## config.mk

```make
export PLATFORM = sky130hd
export DESIGN_NAME = planif_cuenta
export DESIGN_NICKNAME = d
export VERILOG_FILES = /design/src/rtl/planif_cuenta_pkg.sv /design/src/rtl/planif_cuenta_rr_arb2.sv /design/src/rtl/planif_cuenta.sv
export SDC_FILE = /design/constraint.sdc
export NUM_CORES = 1
export LEC_CHECK = 0
export BUFFER_PORTS_ARGS = -buffer_cell sky130_fd_sc_hd__buf_2
export CORE_UTILIZATION = 44
export CTS_CLUSTER_DIAMETER = 100
export CTS_CLUSTER_SIZE = 28
export DETAILED_ROUTE_END_ITERATION = 16
export PLACE_DENSITY = 0.87
export REMOVE_ABC_BUFFERS = 1
export SYNTH_ARGS = -nofsm -noshare
export SYNTH_HDL_FRONTEND = slang
export SYNTH_HIERARCHICAL = 1
export SYNTH_SLANG_ARGS = --single-unit
```

## constraint.sdc

```tcl
create_clock -name clk -period 1.7 [get_ports clk]
set_input_delay 0 -clock clk [delete_from_list [all_inputs] [get_ports clk]]
set_output_delay 0 -clock clk [all_outputs]
set_load 0.02 [all_outputs]
```

## src/rtl/planif_cuenta_pkg.sv

```systemverilog
// planif_cuenta_pkg: shared FSM state codes and default sizes for the ones-count scheduler.
package planif_cuenta_pkg;
    localparam logic [1:0] ST_IDLE  = 2'd0;
    localparam logic [1:0] ST_LOAD  = 2'd1;
    localparam logic [1:0] ST_COUNT = 2'd2;
    localparam logic [1:0] ST_DONE  = 2'd3;
    localparam int WIDTH_DEF = 3;
    localparam int CW_DEF    = 4;
endpackage

```

## src/rtl/planif_cuenta_rr_arb2.sv

```systemverilog
// rr_arb2: two-way round-robin arbiter.
// Ports: req (2 level requests), last (index granted most recently), en (arbitrate this cycle),
//        gnt (one-hot grant, zero when disabled or idle), last_n (updated last index).
module rr_arb2 (
    input  logic [1:0] req,
    input  logic       last,
    input  logic       en,
    output logic [1:0] gnt,
    output logic       last_n
);
    // On a tie the requester that was not served last wins.
    assign gnt    = !en ? 2'b00 : (&req) ? (last ? 2'b01 : 2'b10) : req;
    assign last_n = (|gnt) ? gnt[1] : last;
endmodule

```

## src/rtl/planif_cuenta.sv

```systemverilog
// planif_cuenta: round-robin scheduler driving a shared ones-counting datapath for two requesters.
// Ports: clk, reset (sync, active low); req[1:0], valor0/valor1 (operands); q0, cuenta (from datapath);
//        valor_sel, CargaQ, DesplazaQ, ResetA, CargaA (datapath controls); gnt, done (one-hot), resultado.
// Option: define SKIP_ZERO_EN to add input qcero and end counting early once Q holds only zeros.
module planif_cuenta
    import planif_cuenta_pkg::*;
#(
    parameter int WIDTH = WIDTH_DEF,
    parameter int CW    = CW_DEF
) (
    input  logic             clk,
    input  logic             reset,
    input  logic [1:0]       req,
    input  logic [WIDTH-1:0] valor0,
    input  logic [WIDTH-1:0] valor1,
    input  logic             q0,
`ifdef SKIP_ZERO_EN
    input  logic             qcero,
`endif
    input  logic [CW-1:0]    cuenta,
    output logic [WIDTH-1:0] valor_sel,
    output logic             CargaQ,
    output logic             DesplazaQ,
    output logic             ResetA,
    output logic             CargaA,
    output logic [1:0]       gnt,
    output logic [1:0]       done,
    output logic [CW-1:0]    resultado
);
    logic [1:0]    state_q, state_d, gnt_q, gnt_d, arb_gnt;
    logic          last_q, last_d, arb_last, skip, in_count;
    logic [CW-1:0] bitcnt_q, bitcnt_d;

`ifdef SKIP_ZERO_EN
    assign skip = qcero;
`else
    assign skip = 1'b0;
`endif

    rr_arb2 u_arb (
        .req   (req),
        .last  (last_q),
        .en    (state_q == ST_IDLE),
        .gnt   (arb_gnt),
        .last_n(arb_last)
    );

    always_comb begin
        state_d  = state_q;
        gnt_d    = gnt_q;
        last_d   = last_q;
        bitcnt_d = bitcnt_q;
        case (state_q)
            ST_IDLE: if (|req) begin
                state_d = ST_LOAD;
                gnt_d   = arb_gnt;
                last_d  = arb_last;
            end
            ST_LOAD: begin
                bitcnt_d = '0;
                state_d  = ST_COUNT;
            end
            ST_COUNT: begin
                bitcnt_d = bitcnt_q + 1'b1;
                if (skip || bitcnt_q == CW'(WIDTH - 1)) state_d = ST_DONE;
            end
            default: begin
                state_d = ST_IDLE;
                gnt_d   = 2'b00;
            end
        endcase
    end

    always_ff @(posedge clk) begin
        if (!reset) begin
            state_q  <= ST_IDLE;
            gnt_q    <= 2'b00;
            last_q   <= 1'b1;
            bitcnt_q <= '0;
        end else begin
            state_q  <= state_d;
            gnt_q    <= gnt_d;
            last_q   <= last_d;
            bitcnt_q <= bitcnt_d;
        end
    end

    // The cycle that detects an all-zero Q moves straight to DONE without touching Q or A.
    assign in_count  = state_q == ST_COUNT && !skip;
    assign CargaQ    = state_q == ST_LOAD;
    assign ResetA    = state_q == ST_LOAD;
    assign DesplazaQ = in_count;
    assign CargaA    = in_count && q0;
    assign done      = state_q == ST_DONE ? gnt_q : 2'b00;
    assign gnt       = gnt_q;
    assign valor_sel = gnt_q[1] ? valor1 : valor0;
    assign resultado = cuenta;
endmodule

```

Yosys cells after proc, flatten, opt, wreduce, memory -nomap -nowiden
Cells that the tools add are included.
- reductions and logical operators: 10
- equality and inequality tests: 6
- mux-type cells: 11
- magnitude comparators: 0
- bitwise gates (word level): 1
- multiply operators: 0
- add/sub/neg operators: 1
- shifts and indexed selects: 0
- divide/modulo/power cells: 0
- operators with widths (cell ; count):
    two-way mux 2 bit ; 7
    case mux 4 bit (2 select lines) ; 1
    case mux 2 bit (3 select lines) ; 1
    AND reduction 2 bit ; 3
    OR reduction 2 bit ; 3
    adder 4 x 1 -> 4 bit (second input constant) ; 1
    == test 2 bit (second input constant) ; 2
    == test 4 x 2 -> 1 bit (second input constant) ; 1
    case mux 2 bit (2 select lines) ; 1
    two-way mux 3 bit ; 1
    AND reduction 3 bit ; 1
    == test 2 x 1 -> 1 bit (second input constant) ; 1
    logical NOT 2 bit ; 1
    inequality test 2 x 1 -> 1 bit (second input constant) ; 1
    inequality test 2 bit (second input constant) ; 1
    nonzero test 2 bit ; 1
    logical AND 1 bit ; 1
    NOT 1 bit ; 1
- memory bits (read-only): 0
- memories kept: 0
- bits in registers: 9
- logic and storage cells: 33
- latch bits: 0
- output and inout port bits: 15
- memory bits (writable): 0

Depth between registers and ports, before layout
- word-level depth: 5
- gate-level depth with buffers: 6
- depth with buffers taken out: 6

Hierarchy
The synthesis kept the hierarchy.
- modules (own cells, without submodules) (module ; sequential area each (um^2) ; instances ; cells each ; area an instance (um^2)):
    planif_cuenta ; 180.2 ; 1 ; 66 ; 603.1
    rr_arb2 ; 0.0 ; 1 ; 7 ; 36.3

Least setup slack after synthesis
Ideal clock, no wire load.
- kind: flip-flop to flip-flop
- from: reg bitcnt_q[0]
- to: reg state_q[0]
- buffers on the path: 0
- stages on the path, launching flop included: 6
- data arrival time: 1249 ps
- slack: 335 ps
- clock period less this slack: 1365 ps
- required time: 1584 ps
- cells stage by stage: dfxtp_1 > inv_1 > ha_1 > or3b_1 > a211o_1 > o211a_1
- word-level cells in the longest chain between the ends: 3
- RTL lines (element ; RTL line ; source):
    start: declaration ; planif_cuenta.sv:32 ; logic [CW-1:0] bitcnt_q, bitcnt_d;
    start signal: assignment ; planif_cuenta.sv:84 ; bitcnt_q <= bitcnt_d;
    == test 4 x 2 -> 1 bit ; planif_cuenta.sv:65 ; if (skip || bitcnt_q == CW'(WIDTH - 1)) state_d = ST_DONE;
    inequality test 2 x 1 -> 1 bit (no line) ; -- ;
    AND reduction 2 bit (no line) ; -- ;
    end signal: assignment ; planif_cuenta.sv:81 ; state_q <= state_d;
    end: declaration ; planif_cuenta.sv:30 ; logic [1:0] state_q, state_d, gnt_q, gnt_d, arb_gnt;
Every way passes these cells.
A chain may end at the register's enable or synchronous reset.

Final worst setup path
- from: reg state_q[0]
- to: reg bitcnt_q[3]
- word-level cells in the longest chain between the ends: 2
- RTL lines (element ; RTL line ; source):
    == test 2 bit or == test 2 x 1 -> 1 bit (tied branches) ; planif_cuenta.sv:53 ; case (state_q)
    case mux 4 bit (2 select lines) or nonzero test 2 bit (tied branches) ; -- ;
Several ways; a longest one is shown, not always the timed one.

==> impl_metrics.toml <==
[power]
p_leak_nw = 0.371
internal_power_mw = 0.581
finalPower_mw = 1.06
p_per_area_nw_per_um2 = 1410
p_seq_share_pct = 28.6
switching_power_mw = 0.475
clkPwrFrac_pct = 15.9
max-vdd-ir-drop_mv = 0.519
power_frac_comb_pct = 55.5
swShare_pct = 45.0

[finish]
final_nets = 115
final_common_cell = "buf_2"
mostFrequentLayoutCells = "21 x buf_2, 9 x dfxtp_1, 7 x ha_1"
layout-drive-gt1-share_pct = 28.3
final_cells = 107
area_growth_pct = 17.4
design_area_um2 = 751
fin_util_pct = 56.3
n_antenna_cell = 0

[clocking]
clk_pin_slew_ns = 0.06
cts-root-buf = "clkbuf_4"
ctsResizeCount = 0
post_cts_buffers = 0
cts_made_buffers = 3
h-tree-depth = 1
clock_path_buffers = 2
cts_num_sinks = 9
clk_latency_ns = 0.26
cts_tree = "yes"

[logic_synthesis]
synth_top_area_share_pct = 28.2
ys_types = 28
yosys_warnings = 6
yosysSeqAreaShare_pct = 28.2
synth_seq_cells = 9
yosys.area.top_type = "dfxtp_1"
syn_area_per_cell_um2 = 8.76
ys.flop_type = "dfxtp_1"
synth-edff-count = 0
syn_area_um2 = 639
yosys-top-cells-area = "dfxtp_1 28%, ha_1 14%, buf_4 7.0%"
ys_async_sr_fraction_pct = 0
netlist_instances = 73

[floorplanning]
initial_core_util_pct = 47.9
coreArea_um2 = 1330
ioPinCount = 30
die_h_um = 40.1
dieArea_um2 = 1610
rows = 13
fp.dieW_um = 40.1

[timing]
tns_ns = 0
setup_violations = 0
finalClockSkew_ns = 0.000639
finalWorstSetupSlack_ns = 0.184
worst_slew_pin_slew_ns = 0.348
period_share_pct = 89.2
holdWs_ns = 0.000133
layout_min_cycle_time_ns = 1.52
hold_violations = 0
drv_slew = 0
relSlewSlack_pct = 76.8
clock.fmax_ghz = 0.660
rsz0062_at_grt = "no"

[worst_setup_path]
ff2ff_path_depth = 5
cpMaxStageDelayCell = "ha_1"
max_stage_delay_ns = 0.45
end_kind = "register"
cp-start-kind = "register"
worstPathRequired_ns = 1.86
rrSetupSlack_ns = 0.18
path_class = "register to register"
arrival_ns = 1.67
critPathMaxFanout = 12
cp_cell_sequence = "inv_1 > ha_1 > nand2_1 > nor3_1 > o31a_1"

[detailed_routing]
drtPass1Iterations = 2
drc = 0
wl_per_cell_um = 12.1
vias = 574
ant_nets = 0
drtIter0Drc = 4
via_per_inst = 5.36
wl_mm = 1.30

[global_routing]
grt_max_degree = 13
grt_pass1_wl_mm = 2.04
track_usage_pct = 19.9
antenna_found_initial = 0
grt_overflow = 0
grt_pass1_vias = 517

[place]
place_area_um2 = 714
dp_slack_ns = 0.185
dp_hpwl_mm = 1.00
gp_congestion = 0.711
portBuffers = 21
place_inst = 102

[hold_path]
holdPathStages = 0
hp-class = "input pin to primary output"

[flow_run]
drv_cap = 0

[outcome]
status = "finished, final reports clean"
## kinds of logic after synthesis
family          share of synthesized area [%]
simple gates                             20.9
mux                                      8.41
compound gates                           18.2
flops                                    28.2
fa+ha+maj                                13.7
buf+inv                                  10.6
## cells in the mapped netlist (2+ instances only)
cell / n
a21boi_1: 3
dfxtp_1: 9
mux2_1: 3
nand3b_1: 2
and2_1: 4
ha_1: 7
o21a_1: 2
o21ai_0: 2
mux2i_1: 2
inv_1: 5
buf_4: 6
and3_1: 2
a21oi_1: 3
nand2_1: 6
nand2b_1: 2
nand3_1: 3
## worst paths after layout
check	startpoint	to
max reg2reg	state_q[0]	bitcnt_q[3]
min	cuenta[2]	resultado[2]
max	state_q[0]	bitcnt_q[3]
min reg2reg	bitcnt_q[0]	bitcnt_q[0]
## worst max-delay path, delay by kind of cell, from the launching register on
kind	cells	cell delay (ns)
DFF	1	0.38
adders and majority gates	1	0.45
and+or+nand+nor	2	0.18
AOI/OAI and AO/OA	1	0.29
buffers and inverters	1	0.10
## repair_timing
action / 4_1_cts / 5_1_grt
endpoints found under the hold margin: 1 / 0
endpoints found under the setup margin: 0 / 0
hold buffers: 1 / 0
## registers in the layout, indices dropped and copies added, names as in the netlist
register and cells:
bitcnt_q 4, gnt 2, state_q 2, last_q 1
## final cells by class
type                    count  area, µm²
inverters                   5       18.8
repair buffers             22        115
multi-input cells          52        392
clock buffers               4       26.3
flip-flops and latches      9        180
well taps                  15       18.8
fillers                   130        583
## power groups by stage
stage / clock network [mW] / registers, mW / logic, mW
detailed placement: 0 / 0.309 / 0.584
finish: 0.168 / 0.302 / 0.586
CTS: 0.174 / 0.304 / 0.587
floorplan: 0 / 0.308 / 0.431
global route: 0.184 / 0.311 / 0.662
global placement: 0 / 0.304 / 0.550
## routing by layer
| layer | vias up | track usage (%) | routed length [µm] |
|---|---|---|---|
| li1 | 284 | - | - |
| met1 | 256 | 19.7 | 542 |
| met2 | 27 | 31.9 | 622 |
| met3 | 7 | 7.22 | 87 |
| met4 | 0 | 19.0 | 47 |
| met5 | - | 0 | 0 |
Note: power is estimated with default switching activity, not from simulation.
